$ cat src/rtl/seg7_pkg.sv
// seg7_pkg: shared constants for the 7-segment scan driver.
//   SEG_A..SEG_G : bit positions of each segment inside a 7-bit pattern (A = MSB).
//   SEG_OFF      : all-segments-off pattern (logical, before polarity).
//   SEG_TABLE    : hex nibble -> active-high A..G pattern.
package seg7_pkg;

    localparam int SEG_A = 6;
    localparam int SEG_B = 5;
    localparam int SEG_C = 4;
    localparam int SEG_D = 3;
    localparam int SEG_E = 2;
    localparam int SEG_F = 1;
    localparam int SEG_G = 0;

    localparam logic [6:0] SEG_OFF = 7'b000_0000;

    localparam logic [6:0] SEG_TABLE [16] = '{
        7'b111_1110,  // 0
        7'b011_0000,  // 1
        7'b110_1101,  // 2
        7'b111_1001,  // 3
        7'b011_0011,  // 4
        7'b101_1011,  // 5
        7'b101_1111,  // 6
        7'b111_0000,  // 7
        7'b111_1111,  // 8
        7'b111_1011,  // 9
        7'b111_0111,  // A
        7'b001_1111,  // b
        7'b000_1101,  // c
        7'b011_1101,  // d
        7'b100_1111,  // E
        7'b100_0111   // F
    };

endpackage

$ cat src/rtl/seg7_decode.sv
// seg7_decode: combinational hex-nibble to 7-segment decoder.
//   nibble  : 4-bit hex value
//   pattern : active-high segment pattern, bit 6 = A .. bit 0 = G
module seg7_decode
    import seg7_pkg::*;
(
    input  logic [3:0] nibble,
    output logic [6:0] pattern
);

    // Pure table lookup; every nibble value has an entry.
    always_comb begin
        pattern = SEG_TABLE[nibble];
    end

endmodule

$ cat src/rtl/seg7_scan_driver.sv
// seg7_scan_driver: time-multiplexed driver for N_DIGITS 7-segment digits.
//   clk, rst_n : system clock, asynchronous active-low reset
//   data       : 4 bits per digit, digit 0 in the low nibble (rightmost)
//   dp_in      : decimal-point request per digit
//   dig_en     : per-digit enable, 0 blanks the digit
//   load       : one-cycle strobe capturing data/dp_in/dig_en into the shadow
//   seg, dp    : segment and decimal-point drive (polarity via SEG_ACT_HIGH)
//   an         : digit select, one-hot while a digit is lit (polarity via AN_ACT_HIGH)
// Outputs are registered from the current digit index and shadow, so the
// visible slot lags the index by one clock.
module seg7_scan_driver
    import seg7_pkg::*;
#(
    parameter int N_DIGITS     = 8,
    parameter int SCAN_DIV     = 100000,
    parameter int LZB          = 0,
    parameter int SEG_ACT_HIGH = 1,
    parameter int AN_ACT_HIGH  = 0
) (
    input  logic                  clk,
    input  logic                  rst_n,
    input  logic [4*N_DIGITS-1:0] data,
    input  logic [N_DIGITS-1:0]   dp_in,
    input  logic [N_DIGITS-1:0]   dig_en,
    input  logic                  load,
    output logic [6:0]            seg,
    output logic                  dp,
    output logic [N_DIGITS-1:0]   an
);

    localparam int PW = (SCAN_DIV > 1) ? $clog2(SCAN_DIV) : 1;
    localparam int IW = (N_DIGITS > 1) ? $clog2(N_DIGITS) : 1;
    localparam logic [PW-1:0] PRESC_MAX = PW'(SCAN_DIV - 1);
    localparam logic [IW-1:0] IDX_MAX   = IW'(N_DIGITS - 1);
    localparam logic [IW-1:0] IDX_ZERO  = {IW{1'b0}};

    // XOR masks turning logical-on patterns into pin levels.
    localparam logic [6:0]          SEG_XOR = (SEG_ACT_HIGH != 0) ? 7'h00 : 7'h7F;
    localparam logic                DP_XOR  = (SEG_ACT_HIGH != 0) ? 1'b0 : 1'b1;
    localparam logic [N_DIGITS-1:0] AN_XOR  = (AN_ACT_HIGH != 0) ? {N_DIGITS{1'b0}}
                                                                 : {N_DIGITS{1'b1}};

    logic [PW-1:0]         presc_r;
    logic [IW-1:0]         idx_r;
    logic [4*N_DIGITS-1:0] data_sh_r;
    logic [N_DIGITS-1:0]   dp_sh_r;
    logic [N_DIGITS-1:0]   en_sh_r;
    logic [6:0]            seg_r;
    logic                  dp_r;
    logic [N_DIGITS-1:0]   an_r;

    logic                  tick_s;
    logic [N_DIGITS-1:0]   onehot_s;
    logic [3:0]            nib_s;
    logic                  dp_sel_s;
    logic                  en_sel_s;
    logic                  in_range_s;
    logic                  upper_zero_s;
    logic                  blank_s;
    logic [6:0]            pat_s;
    logic [6:0]            seg_nxt_s;
    logic                  dp_nxt_s;
    logic [N_DIGITS-1:0]   an_nxt_s;

    assign tick_s = (presc_r == PRESC_MAX);

    // Slot prescaler: counts 0..SCAN_DIV-1 and wraps on tick.
    always_ff @(posedge clk or negedge rst_n) begin
        if (!rst_n) begin
            presc_r <= {PW{1'b0}};
        end else if (tick_s) begin
            presc_r <= {PW{1'b0}};
        end else begin
            presc_r <= presc_r + {{(PW-1){1'b0}}, 1'b1};
        end
    end

    // Digit index: advances on tick; last digit or any stray value wraps to 0.
    always_ff @(posedge clk or negedge rst_n) begin
        if (!rst_n) begin
            idx_r <= IDX_ZERO;
        end else if (tick_s) begin
            if (!in_range_s || (idx_r == IDX_MAX)) begin
                idx_r <= IDX_ZERO;
            end else begin
                idx_r <= idx_r + {{(IW-1){1'b0}}, 1'b1};
            end
        end else begin
            idx_r <= idx_r;
        end
    end

    // Shadow registers: captured on load, independent of the scan timing.
    always_ff @(posedge clk or negedge rst_n) begin
        if (!rst_n) begin
            data_sh_r <= {(4*N_DIGITS){1'b0}};
            dp_sh_r   <= {N_DIGITS{1'b0}};
            en_sh_r   <= {N_DIGITS{1'b0}};
        end else if (load) begin
            data_sh_r <= data;
            dp_sh_r   <= dp_in;
            en_sh_r   <= dig_en;
        end else begin
            data_sh_r <= data_sh_r;
            dp_sh_r   <= dp_sh_r;
            en_sh_r   <= en_sh_r;
        end
    end

    // Select the current digit and evaluate leading-zero blanking. The
    // one-hot select doubles as the range check, so a stray idx blanks.
    always_comb begin
        onehot_s     = {N_DIGITS{1'b0}};
        nib_s        = 4'h0;
        dp_sel_s     = 1'b0;
        en_sel_s     = 1'b0;
        upper_zero_s = 1'b1;
        for (int i = 0; i < N_DIGITS; i++) begin
            onehot_s[i]  = (idx_r == IW'(i));
            nib_s        = nib_s | (data_sh_r[4*i +: 4] & {4{onehot_s[i]}});
            dp_sel_s     = dp_sel_s | (dp_sh_r[i] & onehot_s[i]);
            en_sel_s     = en_sel_s | (en_sh_r[i] & onehot_s[i]);
            // Disabled digits never hold the current digit lit.
            upper_zero_s = upper_zero_s & ~((i >= int'(idx_r)) && en_sh_r[i]
                                            && (data_sh_r[4*i +: 4] != 4'h0));
        end
        in_range_s = |onehot_s;
        blank_s    = !in_range_s || !en_sel_s
                     || ((LZB != 0) && (idx_r != IDX_ZERO) && upper_zero_s);
    end

    seg7_decode u_decode (
        .nibble  (nib_s),
        .pattern (pat_s)
    );

    // Logical (active-high) next output values for the current slot.
    always_comb begin
        seg_nxt_s = SEG_OFF;
        dp_nxt_s  = 1'b0;
        an_nxt_s  = {N_DIGITS{1'b0}};
        if (blank_s) begin
            seg_nxt_s = SEG_OFF;
            dp_nxt_s  = 1'b0;
            an_nxt_s  = {N_DIGITS{1'b0}};
        end else begin
            seg_nxt_s = pat_s;
            dp_nxt_s  = dp_sel_s;
            an_nxt_s  = onehot_s;
        end
    end

    // Output registers; polarity is applied only here.
    always_ff @(posedge clk or negedge rst_n) begin
        if (!rst_n) begin
            seg_r <= SEG_OFF ^ SEG_XOR;
            dp_r  <= DP_XOR;
            an_r  <= AN_XOR;
        end else begin
            seg_r <= seg_nxt_s ^ SEG_XOR;
            dp_r  <= dp_nxt_s ^ DP_XOR;
            an_r  <= an_nxt_s ^ AN_XOR;
        end
    end

    assign seg = seg_r;
    assign dp  = dp_r;
    assign an  = an_r;

endmodule
$ cat config.mk
export PLATFORM = sky130hd
export DESIGN_NAME = seg7_scan_driver
export DESIGN_NICKNAME = d
export VERILOG_FILES = /design/src/rtl/seg7_pkg.sv /design/src/rtl/seg7_decode.sv /design/src/rtl/seg7_scan_driver.sv
export SDC_FILE = /design/constraint.sdc
export NUM_CORES = 1
export LEC_CHECK = 0
export ABC_AREA = 1
export CELL_PAD_IN_SITES_DETAIL_PLACEMENT = 1
export CELL_PAD_IN_SITES_GLOBAL_PLACEMENT = 1
export CORE_MARGIN = 2
export CORE_UTILIZATION = 32
export DETAILED_ROUTE_END_ITERATION = 6
export HOLD_SLACK_MARGIN = 0.08
export PLACE_DENSITY = 0.61
export SLEW_MARGIN = 20
export SYNTH_ARGS = -nofsm -noshare
export SYNTH_HDL_FRONTEND = slang
export SYNTH_SLANG_ARGS = --single-unit
$ cat constraint.sdc
create_clock -name clk -period 2.4 [get_ports clk]
set_input_delay 0.24 -clock clk [delete_from_list [all_inputs] [get_ports clk]]
set_output_delay 0.24 -clock clk [all_outputs]
set_load 0.01 [all_outputs]
Word level (Yosys, flattened, before mapping). Memories as Yosys holds them, arrays and structs flattened. Index checks and enable logic that the tools add are counted.

Register bits: 84. ROM bits: 112. Output and inout bits: 16. Memories: 1.

$add $sub $neg: 2. Magnitude comparators: 1. Equality and inequality tests: 8. Multiplexer cells: 7. Bitwise logic cells: 47. Reductions and logical operators: 6.

Memory list: (no name shown) (depth 16, width 7, read ports 1, clocked after memory_dff 0, wr ports 0, RTL line seg7_decode.sv:13) `pattern = SEG_TABLE[nibble];`.

Operators by type and width (count): bitwise AND 4 bit (8); OR 4 bit (7); 2-to-1 mux 7 bit (3); adder 17 x 1 -> 17 bit, second input constant (1); == test 17 bit, second input constant (1); 2-to-1 mux 17 bit (1); bitwise AND 1 bit (16); OR 1 bit (14); == test 3 bit, second input constant (4); 2-to-1 mux 8 bit (1); inverter 8 bit (1); OR reduction 8 bit (1); == test 3 x 2 -> 1 bit, second input constant (2); >= comparator 5 bit, second input constant (1); inverter 4 -> 5 bit (1); adder 3 x 1 -> 3 bit, second input constant (1); == test 3 x 1 -> 1 bit, second input constant (1); logical NOT 3 bit (1); 2-to-1 mux 3 bit (1); logical NOT 1 bit (2); logical OR 1 bit (2); 2-to-1 mux 1 bit (1).

Logic depth before layout (Yosys ltp).
Depth in word-level cells: 14. Mapped depth: 15. Depth with buffers taken out: 15.

Cells and area by module. From an unflattened synthesis, not the netlist that was laid out.

Cells, all modules: 498. Area total of the unflattened synthesis: 4179.0 um^2.

By module, submodules not included: seg7_scan_driver (times used 1, cells each 449, area each 3885.0 um^2); seg7_decode (times used 1, cells each 49, area each 294.0 um^2).

Least setup slack after synthesis. No wires, ideal clock.

Path type: reg2reg. Start: reg idx_r[0]. End: reg seg_r[3], in the netlist seg[3]. Setup time: 69 ps. Arrival: 1930 ps. Data required time: 2331 ps. Setup slack: 401 ps. Stages on the path, launching flop included: 14. Buffers on the path: 0. Path through: dfrtp_1 > ha_1 > ha_1 > nand2_1 > nand2_1 > nor2_1 > nand2_1 > nor2_4 > inv_1 > ha_1 > nand3b_1 > nand3_1 > nand2_1 > nor2_2.

Word-level cells in the longest chain between the ends: 14.

Ends and longest elaborated chain: start: declaration (RTL line seg7_scan_driver.sv:44) `logic [IW-1:0] idx_r;`; start signal: assignment (RTL line seg7_scan_driver.sv:86) `idx_r <= idx_r + {{(IW-1){1'b0}}, 1'b1};`; start signal: assignment (RTL line seg7_scan_driver.sv:89) `idx_r <= idx_r;`; == test 3 x 1 -> 1 bit / logical NOT 3 bit (equally long branches) (RTL line seg7_scan_driver.sv:119) `onehot_s[i] = (idx_r == IW'(i));`; bitwise AND 4 bit (RTL line seg7_scan_driver.sv:120) `nib_s = nib_s | (data_sh_r[4*i +: 4] & {4{onehot_s[i]}});`; OR 4 bit (7 in series) (RTL line seg7_scan_driver.sv:120); inverter 4 -> 5 bit (implied by the code) (RTL line seg7_decode.sv:13); memory read (16 x 7 bit); 2-to-1 mux 7 bit (implied by the code) (2 in series) (RTL line seg7_decode.sv:13); 2-to-1 mux 7 bit (*) (RTL line seg7_scan_driver.sv:142) `if (blank_s) begin`; via seg_nxt_s[3] (RTL line seg7_scan_driver.sv:61) `logic [6:0] seg_nxt_s;`; end signal: assignment (RTL line seg7_scan_driver.sv:156) `seg_r <= SEG_OFF ^ SEG_XOR;`; end signal: assignment (RTL line seg7_scan_driver.sv:160) `seg_r <= seg_nxt_s ^ SEG_XOR;`; end: declaration (RTL line seg7_scan_driver.sv:48) `logic [6:0] seg_r;`.

The timed path passes the listed nets; every way through them passes the cells marked *. The select of a mux whose other input is x is not followed. A chain may end at the register's enable or synchronous reset.

Worst setup path after layout.
Start: reg idx_r[0]. End: reg seg_r[6], in the netlist seg[6].

Same word-level chain as after synthesis.

==> summary.md <==
| Metric | Value |
|---|---|
| Final Hold Fails | 0 |
| # clock sinks | 84 |
| Detailed-route via count | 3131 |
| Crit-path most repeated cell | nand2_1 |
| Ranking of synthesized cells by area | dfrtp_1 (46%), mux2_2 (10%), nand2_1 (9.0%), dfstp_2 (5.1%), inv_1 (4.2%) |
| Core area | 12600 um^2 |
| CP endpoint kind | flop |
| Ant. Diodes | 0 |
| Final WL | 10400 um |
| Max Cap Viol | 0 |
| DRC violations left | 0 |
| Synthesis-stage register bit count | 84 |
| Mapped Cells | 434 |
| Mux contribution to synthesized area | 0.101 |
| WP buf/inv | 1 |
| YS warnings | 0 |
| Reg area | 2110 um^2 |
| Synth top area share | 0.460 |
| Simple-gate share of the synthesized area | 0.217 |
| Status | complete, no violations |
| Leakage | 2.47 nW |
| Slew headroom | 0.725 |
| Fmax | 451 MHz |
| Post-Syn Area | 4130 um^2 |
| Clock transition at the registers of the reported paths | 0.06 ns |
| CTS max path bufs | 2 |
| Initial core utilization | 0.327 |
| Root buffer cell | clkbuf_16 |
| RSZ-0062 raised after global routing | yes |
| CP Max Fanout | 7 |
| GPL Wtd Cong | 0.880 |
| Worst r2r src | idx_r[0] |
| Port Buffer Count | 66 |
| Pwr dens | 637 nW/um^2 |
| Largest net degree at the start of global routing | 60 |
| Crit path DAT | 2.49 ns |
| Worst Setup SP | idx_r[0] |
| Slowest stage delay, CP | 0.42 ns |
| DP Cell Count | 670 |
| Detailed Place HPWL | 7870 um |
| Total grt overflow | 0 |
| Via/cell ratio | 4.56 |
| Crit share post-route | 0.925 |
| Register area share after synthesis | 0.511 |
| Most common cell in the netlist | nand2_1 |
| CP cell instances | ha_1 -> ha_1 -> nand2_1 -> nand2_1 -> nor2_1 -> nand2_1 -> nor2_4 -> inv_1 -> ha_1 -> nand3b_1 -> nand3_1 -> nand2_1 -> nor2_1 |
| Worst vdd ir | 0.313 mV |
| Worst setup path end | seg[6] |
| I/O pins | 67 |
| FF-to-FF path depth | 13 |
| Die height | 118 um |
| HP Class | in -> async |
| Die area | 13800 um^2 |
| Number of setup buffers added after CTS | 0 |
| Vias in the first global route | 3356 |
| Net Count, Synth | 498 |
| Final Critical Period | 2.22 ns |
| Number of synthesized flops with an enable pin | 0 |
| DIE WIDTH | 118 um |
| Slew Limit Fails | 0 |
| Post-route cell area | 5350 um^2 |
| Clock buffer count from CTS | 9 |
| Largest family of logic cells by synthesized area | simple AND/OR/NAND/NOR gates |
| Filler Cell Count | 1464 |
| Post-synth cell types | 35 |
| R2r setup slk | 0.18 ns |
| Critical path class | reg -> reg |
| Crit. path cell count | 13 |
| Routed len/inst | 15.1 um |
| Synthesized area per cell | 9.52 um^2 |
| Final worst slack | 0.181 ns |
| Layout area overhead | 29.3% |
| Layout Nets | 574 |
| Most area-hungry cell type in the Yosys netlist | dfrtp_1 |
| Synth Area in XOR/XNOR | 0.0170 |
| Final setup skew | 0.00766 ns |
| First-pass GRT wire length | 17600 um |
| FP Rows | 41 |
| Routed Antenna Nets | 0 |
| CTS tree | done |
| Initial DRC count | 101 |
| Dpl ws | 0.121 ns |
| Synth cell count leaders | nand2_1 (99), dfrtp_1 (76), inv_1 (46) |
| Skew-Pair Late Insertion Delay | 0.34 ns |
| GRT Overall Usage | 0.161 |
| Post-DP Area | 5020 um^2 |
| H-tree depth | 3 |
| Ys async rst share | 1.00 |
| Post-Synth Adder-Cell Area | 0.0394 |
| CP top delay family | simple AND/OR/NAND/NOR gates |
| CP startpoint kind | flop |
| Final setup viols | 0 |
| Finished Layout Cells | 687 |
| Area fraction in compound gates after synthesis | 0.0493 |
| Fraction of layout cells with a size suffix above 1 | 0.216 |
| Worst EP required | 2.68 ns |
| Initial antenna violation count | 0 |
| Multi-input logic area | 1760 um^2 |
| Main synth FF type | dfrtp_1 |
| RR Endpoint | seg[6] |
| Initial DRT Pass Iterations | 4 |
| CP max stage cell | dfrtp_1 |
| Worst-margin pin slew | 0.412 ns |
==> flip-flops by register name, summed over array words and instances, names as in the netlist <==
signal and flops:
an 8, data_sh_r 32, dp 1, dp_sh_r 8, en_sh_r 8, idx_r 3, presc_r 17, seg 7
==> routing by layer <==
metal / GRT usage / wire, um
met5: 0 / 0
met4: 0.0565 / 169
met3: 0.0349 / 336
met2: 0.258 / 4820
met1: 0.215 / 5030
==> area by class of cell <==
type / instances / share of cell area
inverters: 56 / 0.0400
well taps: 172 / 0.0403
clock inverters: 4 / 0.00890
multi-input cells: 285 / 0.329
clock buffers: 12 / 0.0480
flip-flops and latches: 84 / 0.395
repair buffers: 74 / 0.139
==> how the worst min path moves through the flow <==
| stage | startpoint | to | cells past startpoint |
|---|---|---|---|
| 2_1_floorplan | rst_n | data_sh_r[0] | 0 |
| 3_3_place_gp | rst_n | data_sh_r[7] | 1 |
| 3_5_place_dp | rst_n | data_sh_r[7] | 1 |
| 4_1_cts | rst_n | en_sh_r[6] | 2 |
| 5_1_grt | rst_n | data_sh_r[7] | 2 |
| 6_report | rst_n | data_sh_r[7] | 2 |
==> cell families after synthesis <==
family	after synthesis
adders and majority gates	13
xor gates and xnor gates	8
AOI/OAI and AO/OA	38
DFF	84
buffers and inverters	65
and+or+nand+nor	189
muxes	37
==> cell usage in the layout (no fill, tap or decap), types with 2 or more instances in the layout <==
cell             count
mux2_2              37
nand3b_1             3
dfrtp_1             76
nand3_2              4
o21ai_1              2
dfstp_2              8
inv_1               46
clkbuf_16            9
nor2_1              30
nand2_2              5
xor2_1               7
nand2_4              3
nand4_1              4
nand2_1             99
clkinv_2             3
ha_1                10
buf_12               2
clkbuf_8             2
a21oi_1             10
o21ai_0             20
clkdlybuf4s50_1     64
nor2_2              11
ha_2                 3
nor3_1               2
o31ai_1              2
inv_2                8
nor2_4               4
buf_4                6
o22ai_1              2
nand3_1             20
==> power breakdown <==
group,switching (mW),total (mW),leakage [nW],internal [mW]
Combinational,0.193,0.412,1.31,0.218
Clock,0.560,1.42,0.149,0.860
Sequential,0.0527,1.57,1.02,1.52
==> what timing repair did <==
| action | in CTS | in global routing |
|---|---|---|
| hold buffers | 1 | 0 |
| setup endpoints to repair | 0 | 5 |
| gates resized for setup | 0 | 3 |
| endpoints found under the hold margin | 27 | 0 |
==> through the flow <==
stage / total power [mW] / utilization / TNS, ns / hold WS [ns]
floorplan: 1.79 / - / 0 / -0.0556
global placement: 2.01 / 0.398 / 0 / 0.209
detailed placement: 2.02 / 0.398 / 0 / 0.206
CTS: 3.45 / 0.423 / 0 / 0.393
global route: 3.56 / 0.424 / -0.0297 / 0.413
finish: 3.40 / 0.424 / 0 / 0.377
(Power assumes the default switching activity.)
